`config.mk`:
```
export PLATFORM = sky130hd
export DESIGN_NAME = associado_tx
export DESIGN_NICKNAME = d
export VERILOG_FILES = /design/src/rtl/associado_pkg.sv /design/src/rtl/associado_enc.sv /design/src/rtl/associado_tx.sv
export SDC_FILE = /design/constraint.sdc
export NUM_CORES = 1
export LEC_CHECK = 0
export ABC_AREA = 1
export ABC_CLOCK_PERIOD_IN_PS = 2060
export BUFFER_PORTS_ARGS = -buffer_cell sky130_fd_sc_hd__buf_4
export CAP_MARGIN = 5
export CORE_UTILIZATION = 50
export DETAILED_ROUTE_END_ITERATION = 10
export PLACE_DENSITY = 0.69
export SYNTH_ARGS = -nofsm -noshare
export SYNTH_HDL_FRONTEND = slang
export SYNTH_SLANG_ARGS = --single-unit
export TNS_END_PERCENT = 20
```
`constraint.sdc`:
```
create_clock -name clk -period 2.06 [get_ports clk]
set_clock_uncertainty 0.1 [all_clocks]
set_input_delay 0.206 -clock clk [delete_from_list [all_inputs] [get_ports clk]]
set_output_delay 0.206 -clock clk [all_outputs]
set_load 0.02 [all_outputs]
```
`src/rtl/associado_pkg.sv`:
```
// rtl/associado_pkg.sv - profile codes, frame FSM states and parity helper for associado_tx
package associado_pkg;

    localparam logic [2:0] PROF_ADMIN  = 3'b101;
    localparam logic [2:0] PROF_TESTER = 3'b110;
    localparam logic [2:0] PROF_USER   = 3'b100;
    localparam logic [2:0] PROF_GUEST  = 3'b011;

    localparam int FRAME_BITS = 6;

    typedef enum logic [2:0] {
        ST_IDLE   = 3'd0,
        ST_START  = 3'd1,
        ST_DATA   = 3'd2,
        ST_PARITY = 3'd3,
        ST_STOP   = 3'd4
    } state_t;

    // Parity bit that makes {A,B,C,P} carry an even number of ones.
    function automatic logic even_parity(input logic [2:0] abc);
        return ^abc;
    endfunction

endpackage

```
`src/rtl/associado_enc.sv`:
```
// rtl/associado_enc.sv - maps a profile code to its associate bits {A,B,C}
module associado_enc
    import associado_pkg::*;
(
    input  logic [2:0] profile_in,
    output logic [2:0] abc,
    output logic       code_valid
);

    always_comb begin
        abc        = 3'b000;
        code_valid = 1'b0;
        case (profile_in)
            PROF_ADMIN: begin
                abc        = 3'b101;
                code_valid = 1'b1;
            end
            PROF_TESTER: begin
                abc        = 3'b011;
                code_valid = 1'b1;
            end
            PROF_USER: begin
                abc        = 3'b001;
                code_valid = 1'b1;
            end
            PROF_GUEST: begin
                abc        = 3'b110;
                code_valid = 1'b1;
            end
            default: begin
                abc        = 3'b000;
                code_valid = 1'b0;
            end
        endcase
    end

endmodule

```
`src/rtl/associado_tx.sv`:
```
// rtl/associado_tx.sv - serialises associate bits as start/A/B/C/parity/stop frame
module associado_tx
    import associado_pkg::*;
#(
    parameter int CLKS_PER_BIT = 4
) (
    input  logic       clk,
    input  logic       reset,
    input  logic [2:0] profile_in,
    input  logic       valid_in,
    output logic       ready_out,
    output logic       tx_line,
    output logic       busy,
    output logic       err_invalid,
    output logic       tx_done
);

    localparam logic [7:0] LAST_CNT = 8'(CLKS_PER_BIT - 1);

    state_t     state_q, state_n;
    logic [7:0] cnt_q, cnt_n;
    logic [1:0] bit_q, bit_n;
    logic [2:0] data_q, data_n;
    logic       par_q, par_n;
    logic       tx_n, done_n, err_n;
    logic [2:0] enc_abc;
    logic       enc_valid;
    logic       accept;
    logic       bit_end;

    associado_enc u_enc (
        .profile_in (profile_in),
        .abc        (enc_abc),
        .code_valid (enc_valid)
    );

    assign accept  = valid_in & ready_out;
    assign bit_end = (cnt_q == LAST_CNT);

    always_comb begin
        state_n = state_q;
        cnt_n   = cnt_q;
        bit_n   = bit_q;
        data_n  = data_q;
        par_n   = par_q;
        done_n  = 1'b0;
        err_n   = 1'b0;
        case (state_q)
            ST_IDLE: begin
                cnt_n = 8'd0;
                bit_n = 2'd0;
                if (accept) begin
                    if (enc_valid) begin
                        data_n  = enc_abc;
                        par_n   = even_parity(enc_abc);
                        state_n = ST_START;
                    end else begin
                        err_n = 1'b1;
                    end
                end
            end
            ST_START: begin
                cnt_n = bit_end ? 8'd0 : cnt_q + 8'd1;
                if (bit_end) state_n = ST_DATA;
            end
            ST_DATA: begin
                cnt_n = bit_end ? 8'd0 : cnt_q + 8'd1;
                if (bit_end) begin
                    if (bit_q == 2'd2) begin
                        bit_n   = 2'd0;
                        state_n = ST_PARITY;
                    end else begin
                        bit_n = bit_q + 2'd1;
                    end
                end
            end
            ST_PARITY: begin
                cnt_n = bit_end ? 8'd0 : cnt_q + 8'd1;
                if (bit_end) state_n = ST_STOP;
            end
            ST_STOP: begin
                cnt_n = bit_end ? 8'd0 : cnt_q + 8'd1;
                if (bit_end) begin
                    state_n = ST_IDLE;
                    done_n  = 1'b1;
                end
            end
            default: begin
                state_n = ST_IDLE;
                cnt_n   = 8'd0;
                bit_n   = 2'd0;
            end
        endcase

        // Line level is decoded from the next state so tx_line stays a plain flop.
        tx_n = 1'b1;
        case (state_n)
            ST_START: tx_n = 1'b0;
            ST_DATA: begin
                case (bit_n)
                    2'd0:    tx_n = data_n[2];
                    2'd1:    tx_n = data_n[1];
                    default: tx_n = data_n[0];
                endcase
            end
            ST_PARITY: tx_n = par_n;
            default:   tx_n = 1'b1;
        endcase
    end

    always_ff @(posedge clk) begin
        if (reset) begin
            state_q     <= ST_IDLE;
            cnt_q       <= 8'd0;
            bit_q       <= 2'd0;
            data_q      <= 3'b000;
            par_q       <= 1'b0;
            tx_line     <= 1'b1;
            ready_out   <= 1'b1;
            busy        <= 1'b0;
            err_invalid <= 1'b0;
            tx_done     <= 1'b0;
        end else begin
            state_q     <= state_n;
            cnt_q       <= cnt_n;
            bit_q       <= bit_n;
            data_q      <= data_n;
            par_q       <= par_n;
            tx_line     <= tx_n;
            ready_out   <= (state_n == ST_IDLE);
            busy        <= (state_n != ST_IDLE);
            err_invalid <= err_n;
            tx_done     <= done_n;
        end
    end

endmodule

```
==> results of run 1 <==
==> through the flow <==
stage | power [mW] | instances | hold slack [ns] | util [%] | worst slack (ns)
floorplan | 0.527 | 158 | 0.213 | - | 0.573
global placement | 0.558 | 195 | 0.331 | 57.6 | 0.503
detailed placement | 0.559 | 195 | 0.341 | 57.6 | 0.473
CTS | 0.745 | 198 | 0.0592 | 58.7 | 0.426
global route | 0.781 | 198 | 0.0677 | 58.7 | 0.298
finish | 0.739 | 198 | 0.0692 | 58.7 | 0.436
==> worst max-delay path by stage <==
stage                   startpoint            endpoint  cells after the start  slack (ns)
5_1_grt        cnt_q[0]$_SDFF_PP0_  tx_line$_SDFF_PP1_                     10        0.30
4_1_cts        cnt_q[0]$_SDFF_PP0_  tx_line$_SDFF_PP1_                     10        0.43
3_5_place_dp   cnt_q[0]$_SDFF_PP0_  tx_line$_SDFF_PP1_                      9        0.47
6_report       cnt_q[0]$_SDFF_PP0_  tx_line$_SDFF_PP1_                     10        0.44
2_1_floorplan  cnt_q[0]$_SDFF_PP0_  tx_line$_SDFF_PP1_                     10        0.57
3_3_place_gp   cnt_q[0]$_SDFF_PP0_  tx_line$_SDFF_PP1_                     10        0.50
==> cell type report <==
type                       count  area (sq um)  area share (%)
sequential                    22           440            33.9
inverter                      33           129            9.93
tap                           28          35.0            2.70
timing repair buffer          10          75.1            5.79
clock buffer                   3          22.5            1.74
multi-input combinational    102           596            45.9
==> state kept, by name, indices dropped and copies added, names as in the netlist <==
| signal | count |
|---|---|
| bit_q | 2 |
| busy | 1 |
| cnt_q | 8 |
| data_q | 3 |
| err_invalid | 1 |
| par_q | 1 |
| ready_out | 1 |
| state_q | 3 |
| tx_done | 1 |
| tx_line | 1 |
==> logic make-up (layout without fill, tap and decap cells) <==
kind of cell	count (synthesis)	count (layout)
and+or+nand+nor	85	85
buffers and inverters	34	46
DFF	22	22
AOI/OAI and AO/OA	16	16
adders and majority gates	1	1
==> where the power goes <==
group	internal, mW	switching, mW	leakage [nW]
logic	0.0393	0.0635	0.361
clock network	0.0681	0.121	0.0138
registers	0.440	0.00703	0.179
total	0.547	0.192	0.554
==> cell usage in the layout (no fill, tap or decap), types with 2 or more instances in the layout <==
master and instances:
a21oi_1 7, buf_4 10, clkbuf_4 3, dfxtp_1 22, inv_1 20, inv_2 12
nand2_1 19, nand2_2 10, nand2_4 2, nand3_1 9, nand3_2 3, nor2_1 22
nor2_2 3, nor2_4 5, nor3_1 4, nor3b_1 2, o21a_1 2, o21ai_1 2
o21ai_2 2, o22ai_1 2, or2_2 2
==> layer usage <==
layer | wire length [microns] | global-route usage (%)
met5 | 0 | 0
met4 | 13 | 5.56
met3 | 34 | 3.64
met2 | 837 | 27.3
met1 | 1080 | 27.0
==> worst reg2reg max path, cell delays in order, from the launching register on <==
cell	delay, ns
dfxtp_1	0.37
ha_1	0.18
nand2_2	0.08
nor2_4	0.17
nand2_8	0.09
o21ai_1	0.12
inv_1	0.06
nand2_2	0.08
nand2_2	0.08
o21ai_0	0.09
nand3_1	0.09
==> impl_summary.log, run 1 <==
INFO  metric postCtsResizedCells = 0
INFO  metric synth-warning-count = 0
INFO  metric synthCells = 158
INFO  metric synth-simple-area-share = between 40% and 50%
INFO  metric routed_antenna_nets = 0
INFO  metric cts_tree = done
INFO  metric die_area = 2530 sq um
INFO  metric max-clock-path-buffers = 2
INFO  metric synth.cells.most_frequent = 22 x dfxtp_1, 22 x nor2_1, 20 x inv_1
INFO  metric cp_slowest_stage_delay = around 0.37 ns
INFO  metric cts_inserted_buffers = 3
INFO  metric critPathMaxFanout = 7
INFO  metric worst_slew_pin_slew = 0.232 ns
INFO  metric outcome = complete, no violations
INFO  metric placement.io_buffers = 10
INFO  metric drt_first_iter_violations = 23
INFO  metric synth_fa_ha_area_share = between 1 and 1.5%
INFO  metric worst_hold_startpoint = reset
INFO  metric layout-drive-gt1-share = roughly a third
INFO  metric number_of_antenna_violations_at_the_first_check_in_global_routing = 0
INFO  metric detailedPlacementHpwl = 1.54 mm
INFO  metric worstHoldEndpoint = bit_q[0]$_SDFF_PP0_
INFO  metric tns = 0 ns
INFO  metric chain_of_cells_forming_the_critical_path = ha_1, nand2_2, nor2_4, nand2_8, o21ai_1, inv_1, nand2_2, nand2_2, o21ai_0, nand3_1
INFO  metric floorplan.rows = 17
INFO  metric cts_htree_levels = 1
INFO  metric detailroute.via_count = roughly 940
INFO  metric critical_path.most_common_cell = nand2_2
INFO  metric vias_in_the_first_global_route = between 800 and 900
INFO  metric core_area = 2210 sq um
INFO  metric setup.worst_path.class = reg -> reg
INFO  metric ys_seq_elements = 22
INFO  metric grt_first_pass_wirelength = roughly 3.6 mm
INFO  metric cts_setup_buffers = 0
INFO  metric flow.area_growth_from_synthesis = 11.0%
INFO  metric layout.filler_cells = roughly 220
INFO  metric synthesized_area_divided_by_synthesized_cell_count = 7.40 sq um
INFO  metric synth-async-reset-ratio = 0%
INFO  metric finalSetupViolations = 0
INFO  metric cts_num_sinks = 22
INFO  metric worst_setup_path_end_kind = flop
INFO  metric rsz0062_at_grt = no
INFO  metric synth_cell_type_count = 27
INFO  metric synth_top_area_cell = dfxtp_1
INFO  metric clock_latency = ~0.3 ns
INFO  metric synth_nets = 165
INFO  metric seq_area_frac_synth = around 38%
INFO  metric floorplan.initialDensity = a little over half
INFO  metric r2r-start = cnt_q[0]$_SDFF_PP0_
INFO  metric worstPathArrival = between 1.5 and 2 ns
INFO  metric synth_edf_count = 0
INFO  metric reg2reg_setup_slack = 0.44 ns
INFO  metric overflow = 0
INFO  metric drt_first_pass_iters = 4
INFO  metric synth.mux.area_fraction = 0%
INFO  metric cts_root_buffer = clkbuf_4
INFO  metric clk_pin_slew = roughly 0.12 ns
INFO  metric drt-wirelength-per-cell = about 10 microns
INFO  metric crit_family = simple AND/OR/NAND/NOR gates
INFO  metric r2r.worst_path.cells = 10
INFO  metric power_density = 569 nW/um^2
INFO  metric rr_endpoint = tx_line$_SDFF_PP1_
INFO  metric synth_compound_gate_area_share = 8.14%
INFO  metric grt_max_degree = 13
INFO  metric timing.critical_path.from_type = flop
INFO  metric detailed_place.area = 1270 sq um
INFO  metric synth_top_area_share = between 30% and 40%
INFO  metric top_flip_flop_cell_by_instance_count_after_synthesis = dfxtp_1
INFO  metric floorplan.io_pins = 11
INFO  metric cell_area_after_synthesis = roughly 1200 sq um
INFO  metric gr-usage-all-layers = 18.5%
INFO  metric main_combinational_cell_family_by_area_after_synthesis = simple AND/OR/NAND/NOR gates
INFO  metric finalNetCount = between 150 and 200
INFO  metric timing.final.crit_share = between 70% and 80%
INFO  metric die_width = roughly 50 microns
INFO  metric top_area_cells_in_the_synthesized_netlist = dfxtp_1 38%, nor2_1 7.1%, inv_1 6.4%
INFO  metric critical_path.slowest_cell = dfxtp_1
INFO  metric xor_xnor_portion_of_the_synthesized_cell_area = 0%
INFO  metric finalWirelength = around 2 mm
INFO  metric gp_congestion = ~0.80
INFO  metric slew_viol_final = 0
INFO  metric cap_violations = 0
INFO  metric period_needed = ~1.6 ns
INFO  metric detail_route.drc_violations = 0
INFO  metric hold_viol = 0
INFO  metric timing.hold.worst.class = in -> reg
INFO  metric hold_buffers = 0
INFO  metric post-route-cell-area = ~1300 sq um
INFO  metric via_per_inst = ~4.7
INFO  metric critPathRequiredTime = 2.15 ns
INFO  metric chipHeight = 50.3 microns
INFO  metric critical_path_buf_inv_count = 1
INFO  metric holdPathStages = 2
INFO  metric ir_drop = 0.000396 V
INFO  metric maximum_achievable_frequency = about 620 MHz
INFO  metric leakage_power_figure = 0.554 nW
INFO  metric insertedDiodeCount = 0
INFO  metric slew-limit-headroom = 84.4%
No activity file was read; power rests on OpenSTA's default activity.
==> run 2, diff against run 1 <==
--- a/config.mk
+++ b/config.mk
@@ -6,7 +6,7 @@
 export NUM_CORES = 1
 export LEC_CHECK = 0
 export ABC_AREA = 1
-export ABC_CLOCK_PERIOD_IN_PS = 2060
+export ABC_CLOCK_PERIOD_IN_PS = 1600
 export BUFFER_PORTS_ARGS = -buffer_cell sky130_fd_sc_hd__buf_4
 export CAP_MARGIN = 5
 export CORE_UTILIZATION = 50
==> constraint.sdc (replaced) <==
create_clock -name clk -period 1.6 [get_ports clk]
set_clock_uncertainty 0.1 [all_clocks]
set_input_delay 0.16 -clock clk [delete_from_list [all_inputs] [get_ports clk]]
set_output_delay 0.16 -clock clk [all_outputs]
set_load 0.02 [all_outputs]
==> run 2 against run 1 <==
Net effect:
- critical path depth shrank 1
- utilization grew 3.2 points
- global-route usage grew 0.35 points
- design area grew 5.5%
- hold slack lost 0.048 ns
- flip-flop and latch count is the same
- highest routed layer unchanged
==> impl_summary.log, run 2 (synthesized netlist as in run 1, its figures left out) <==
INFO  metric outcome = complete, no violations (unchanged)
INFO  metric placement.io_buffers = 10 (unchanged)
INFO  metric floorplan.io_pins = 11 (unchanged)
INFO  metric chipHeight = 50.3 microns (unchanged)
INFO  metric drt_first_pass_iters = 4 (unchanged)
INFO  metric hold_viol = 0 (unchanged)
INFO  metric cts_num_sinks = 22 (unchanged)
INFO  metric use_met2 = 28.4% (was 27.3%)
INFO  metric drt_first_iter_violations = 8 (was 23)
INFO  metric via_per_inst = 4.83 (was 4.74)
INFO  metric largestRegisters = cnt_q x8, data_q x3, state_q x3 (unchanged)
INFO  metric cap_violations = 0 (unchanged)
INFO  metric grt.met3_usage = 3.64% (unchanged)
INFO  metric reg2reg_setup_slack = 0.05 ns (was 0.44 ns)
INFO  metric worst_slew_pin_slew = 0.245 ns (was 0.232 ns)
INFO  metric gr-usage-all-layers = 18.9% (was 18.5%)
INFO  metric slew_viol_final = 0 (unchanged)
INFO  metric crit_family = simple AND/OR/NAND/NOR gates (unchanged)
INFO  metric floorplan.rows = 17 (unchanged)
INFO  metric maximum_achievable_frequency = 645 MHz (was 616 MHz)
INFO  metric mostFrequentLayoutCell = nor2_1
INFO  metric layout.filler_cells = 214 (was 221)
INFO  metric dpl_worst_slack = -0.00459 ns (was 0.473 ns)
INFO  metric timing.final.ws_setup = 0.0491 ns (was 0.436 ns)
INFO  metric critPathRequiredTime = 1.70 ns (was 2.15 ns)
INFO  metric detailroute.via_count = 970 (was 939)
INFO  metric cp_slowest_stage_delay = 0.37 ns (about the same)
INFO  metric layout_common_cells = 22 x nor2_1, 20 x inv_1, 19 x nand2_1, 19 x dfxtp_1, 13 x buf_4 (was 22 x nor2_1, 22 x dfxtp_1, 20 x inv_1)
INFO  metric cts_root_buffer = clkbuf_4 (unchanged)
INFO  metric critical_path_buf_inv_count = 1 (unchanged)
INFO  metric routed_antenna_nets = 0 (unchanged)
INFO  metric finalNetCount = 182 (was 179)
INFO  metric insertedDiodeCount = 0 (unchanged)
INFO  metric vias_in_the_first_global_route = 875 (was 855)
INFO  metric cts_inserted_buffers = 3 (unchanged)
INFO  metric flow.area_growth_from_synthesis = 17.1% (was 11.0%)
INFO  metric layout-drive-gt1-share = 37.6% (was 32.4%)
INFO  metric grt-busiest-layer = met2 (unchanged)
INFO  metric slew-limit-headroom = 83.6% (was 84.4%)
INFO  metric cts_tree = done (unchanged)
INFO  metric grt_first_pass_wirelength = 3.63 mm (was 3.59 mm)
INFO  metric power_density = 705 nW/um^2 (was 569 nW/um^2)
INFO  metric cts_htree_levels = 1 (unchanged)
INFO  metric timing.critical_path.from_type = flop (unchanged)
INFO  metric critPathMaxFanout = 7 (unchanged)
INFO  metric period_needed = 1.55 ns (was 1.62 ns)
INFO  metric clock_latency = 0.30 ns (about the same)
INFO  metric die_width = 50.3 microns (unchanged)
INFO  metric core_area = 2210 sq um (unchanged)
INFO  metric floorplan.initialDensity = 52.8% (unchanged)
INFO  metric timing.hold.worst.class = in -> reg (unchanged)
INFO  metric rsz0062_at_grt = yes (was no)
INFO  metric worstPathArrival = 1.65 ns (was 1.72 ns)
INFO  metric overflow = 0 (unchanged)
INFO  metric timing.final.crit_share = 96.9% (was 78.8%)
INFO  metric max_reg_flops = 8 (unchanged)
INFO  metric rr_endpoint = tx_line$_SDFF_PP1_ (unchanged)
INFO  metric ir_drop = 0.000440 V (was 0.000396 V)
INFO  metric cp-startpoint = cnt_q[1]$_SDFF_PP0_ (was cnt_q[0]$_SDFF_PP0_)
INFO  metric r2r.worst_path.cells = 9 (was 10)
INFO  metric holdPathStages = 2 (unchanged)
INFO  metric finalWirelength = 2.09 mm (was 1.97 mm)
INFO  metric worst_hold_startpoint = reset (unchanged)
INFO  metric finalSetupViolations = 0 (unchanged)
INFO  metric die_area = 2530 sq um (unchanged)
INFO  metric detail_route.drc_violations = 0 (unchanged)
INFO  metric chain_of_cells_forming_the_critical_path = ha_4, nand2_2, nor2_4, nand2_8, inv_8, nand2_4, o21ai_4, nand3b_1, nand3_1 (was ha_1, nand2_2, nor2_4, nand2_8, o21ai_1, inv_1, nand2_2, nand2_2, o21ai_0, nand3_1)
INFO  metric worst_setup_path_end_kind = flop (unchanged)
INFO  metric clk_pin_slew = 0.12 ns (about the same)
INFO  metric setup.worst_path.class = reg -> reg (unchanged)
INFO  metric postLayoutCoreUtil = 61.9% (was 58.7%)
INFO  metric max-clock-path-buffers = 2 (unchanged)
INFO  metric drt-wirelength-per-cell = 10.4 microns (was 9.95 microns)
INFO  metric r2r-start = cnt_q[1]$_SDFF_PP0_ (was cnt_q[0]$_SDFF_PP0_)
INFO  metric number_of_antenna_violations_at_the_first_check_in_global_routing = 0 (unchanged)
INFO  metric p_total = 0.966 mW (was 0.739 mW)
INFO  metric worstHoldEndpoint = data_q[1]$_SDFF_PP0_ (was bit_q[0]$_SDFF_PP0_)
INFO  metric regMostFlops = cnt_q (unchanged)
INFO  metric leakage_power_figure = 0.593 nW (was 0.554 nW)
INFO  metric critical_path.slowest_cell = dfxtp_2 (was dfxtp_1)
INFO  metric detailedPlacementHpwl = 1.52 mm (was 1.54 mm)
INFO  metric gp_congestion = 0.806 (was 0.802)
INFO  metric grt_use_met1 = 26.6% (was 27.0%)
INFO  metric grt_max_degree = 13 (unchanged)
[run 2: changes by cell type in the layout (fill, tap and decap cells not counted), moves of 2 or more]
cell and change:
buf_4 +3, dfxtp_1 -3, dfxtp_2 +3, nand2_2 -2, nand2_4 +2
[run 2: stage by stage]
step	hold WS, ns	TNS (ns)	instance area, sq um	instances
finish	0.0209	0	1370	201
global route	0.0187	-0.0809	1370	201
CTS	0.0109	0	1310	199
detailed placement	0.344	-0.00459	1280	196
global placement	0.344	0	1280	196
floorplan	0.167	0	1170	158
[run 2: worst reg2reg max path, cell delays in order (launching register included)]
cell and delay (ns):
dfxtp_2 0.37, ha_4 0.14, nand2_2 0.07, nor2_4 0.17
nand2_8 0.10, inv_8 0.07, nand2_4 0.05, o21ai_4 0.18
nand3b_1 0.13, nand3_1 0.07
[run 2: layout make-up]
type / count / area [sq um] / area share [%]
Inverter: 33 / 131 / 9.60
Sequential cell: 22 / 444 / 32.4
Multi-Input combinational cell: 102 / 638 / 46.6
Timing Repair Buffer: 13 / 97.6 / 7.13
Clock buffer: 3 / 22.5 / 1.65
Tap cell: 28 / 35.0 / 2.56
[run 2: how the worst max path moves through the flow]
| stage | end | slack, ns | depth (start not counted) |
|---|---|---|---|
| floorplan | tx_line$_SDFF_PP1_ | 0.11 | 10 |
| global placement | tx_line$_SDFF_PP1_ | 0.07 | 10 |
| detailed placement | tx_line$_SDFF_PP1_ | -0.005 | 10 |
| CTS | tx_line$_SDFF_PP1_ | 0.01 | 10 |
| global route | cnt_q[7]$_SDFF_PP0_ | -0.04 | 7 |
| finish | tx_line$_SDFF_PP1_ | 0.05 | 9 |
[run 2: report_power, final]
part / switching, mW / leakage (nW) / total (mW) / internal (mW)
logic: 0.0857 / 0.399 / 0.140 / 0.0541
registers: 0.00982 / 0.180 / 0.577 / 0.567
clock network: 0.161 / 0.0138 / 0.249 / 0.0879
total: 0.257 / 0.593 / 0.966 / 0.709
[run 2: layer usage]
layer  share of wire [%]  up-vias
met5                   0        -
met3                 2.0        4
met2                  45       14
li1                    -      526
met1                  52      426
met4                 1.2        0
[run 2: what timing repair did]
action	4_1_cts	5_1_grt
setup endpoints to repair	1	1
pin swaps	1	4
hold buffers	0	0
setup buffers	0	2
gates resized for setup	1	12
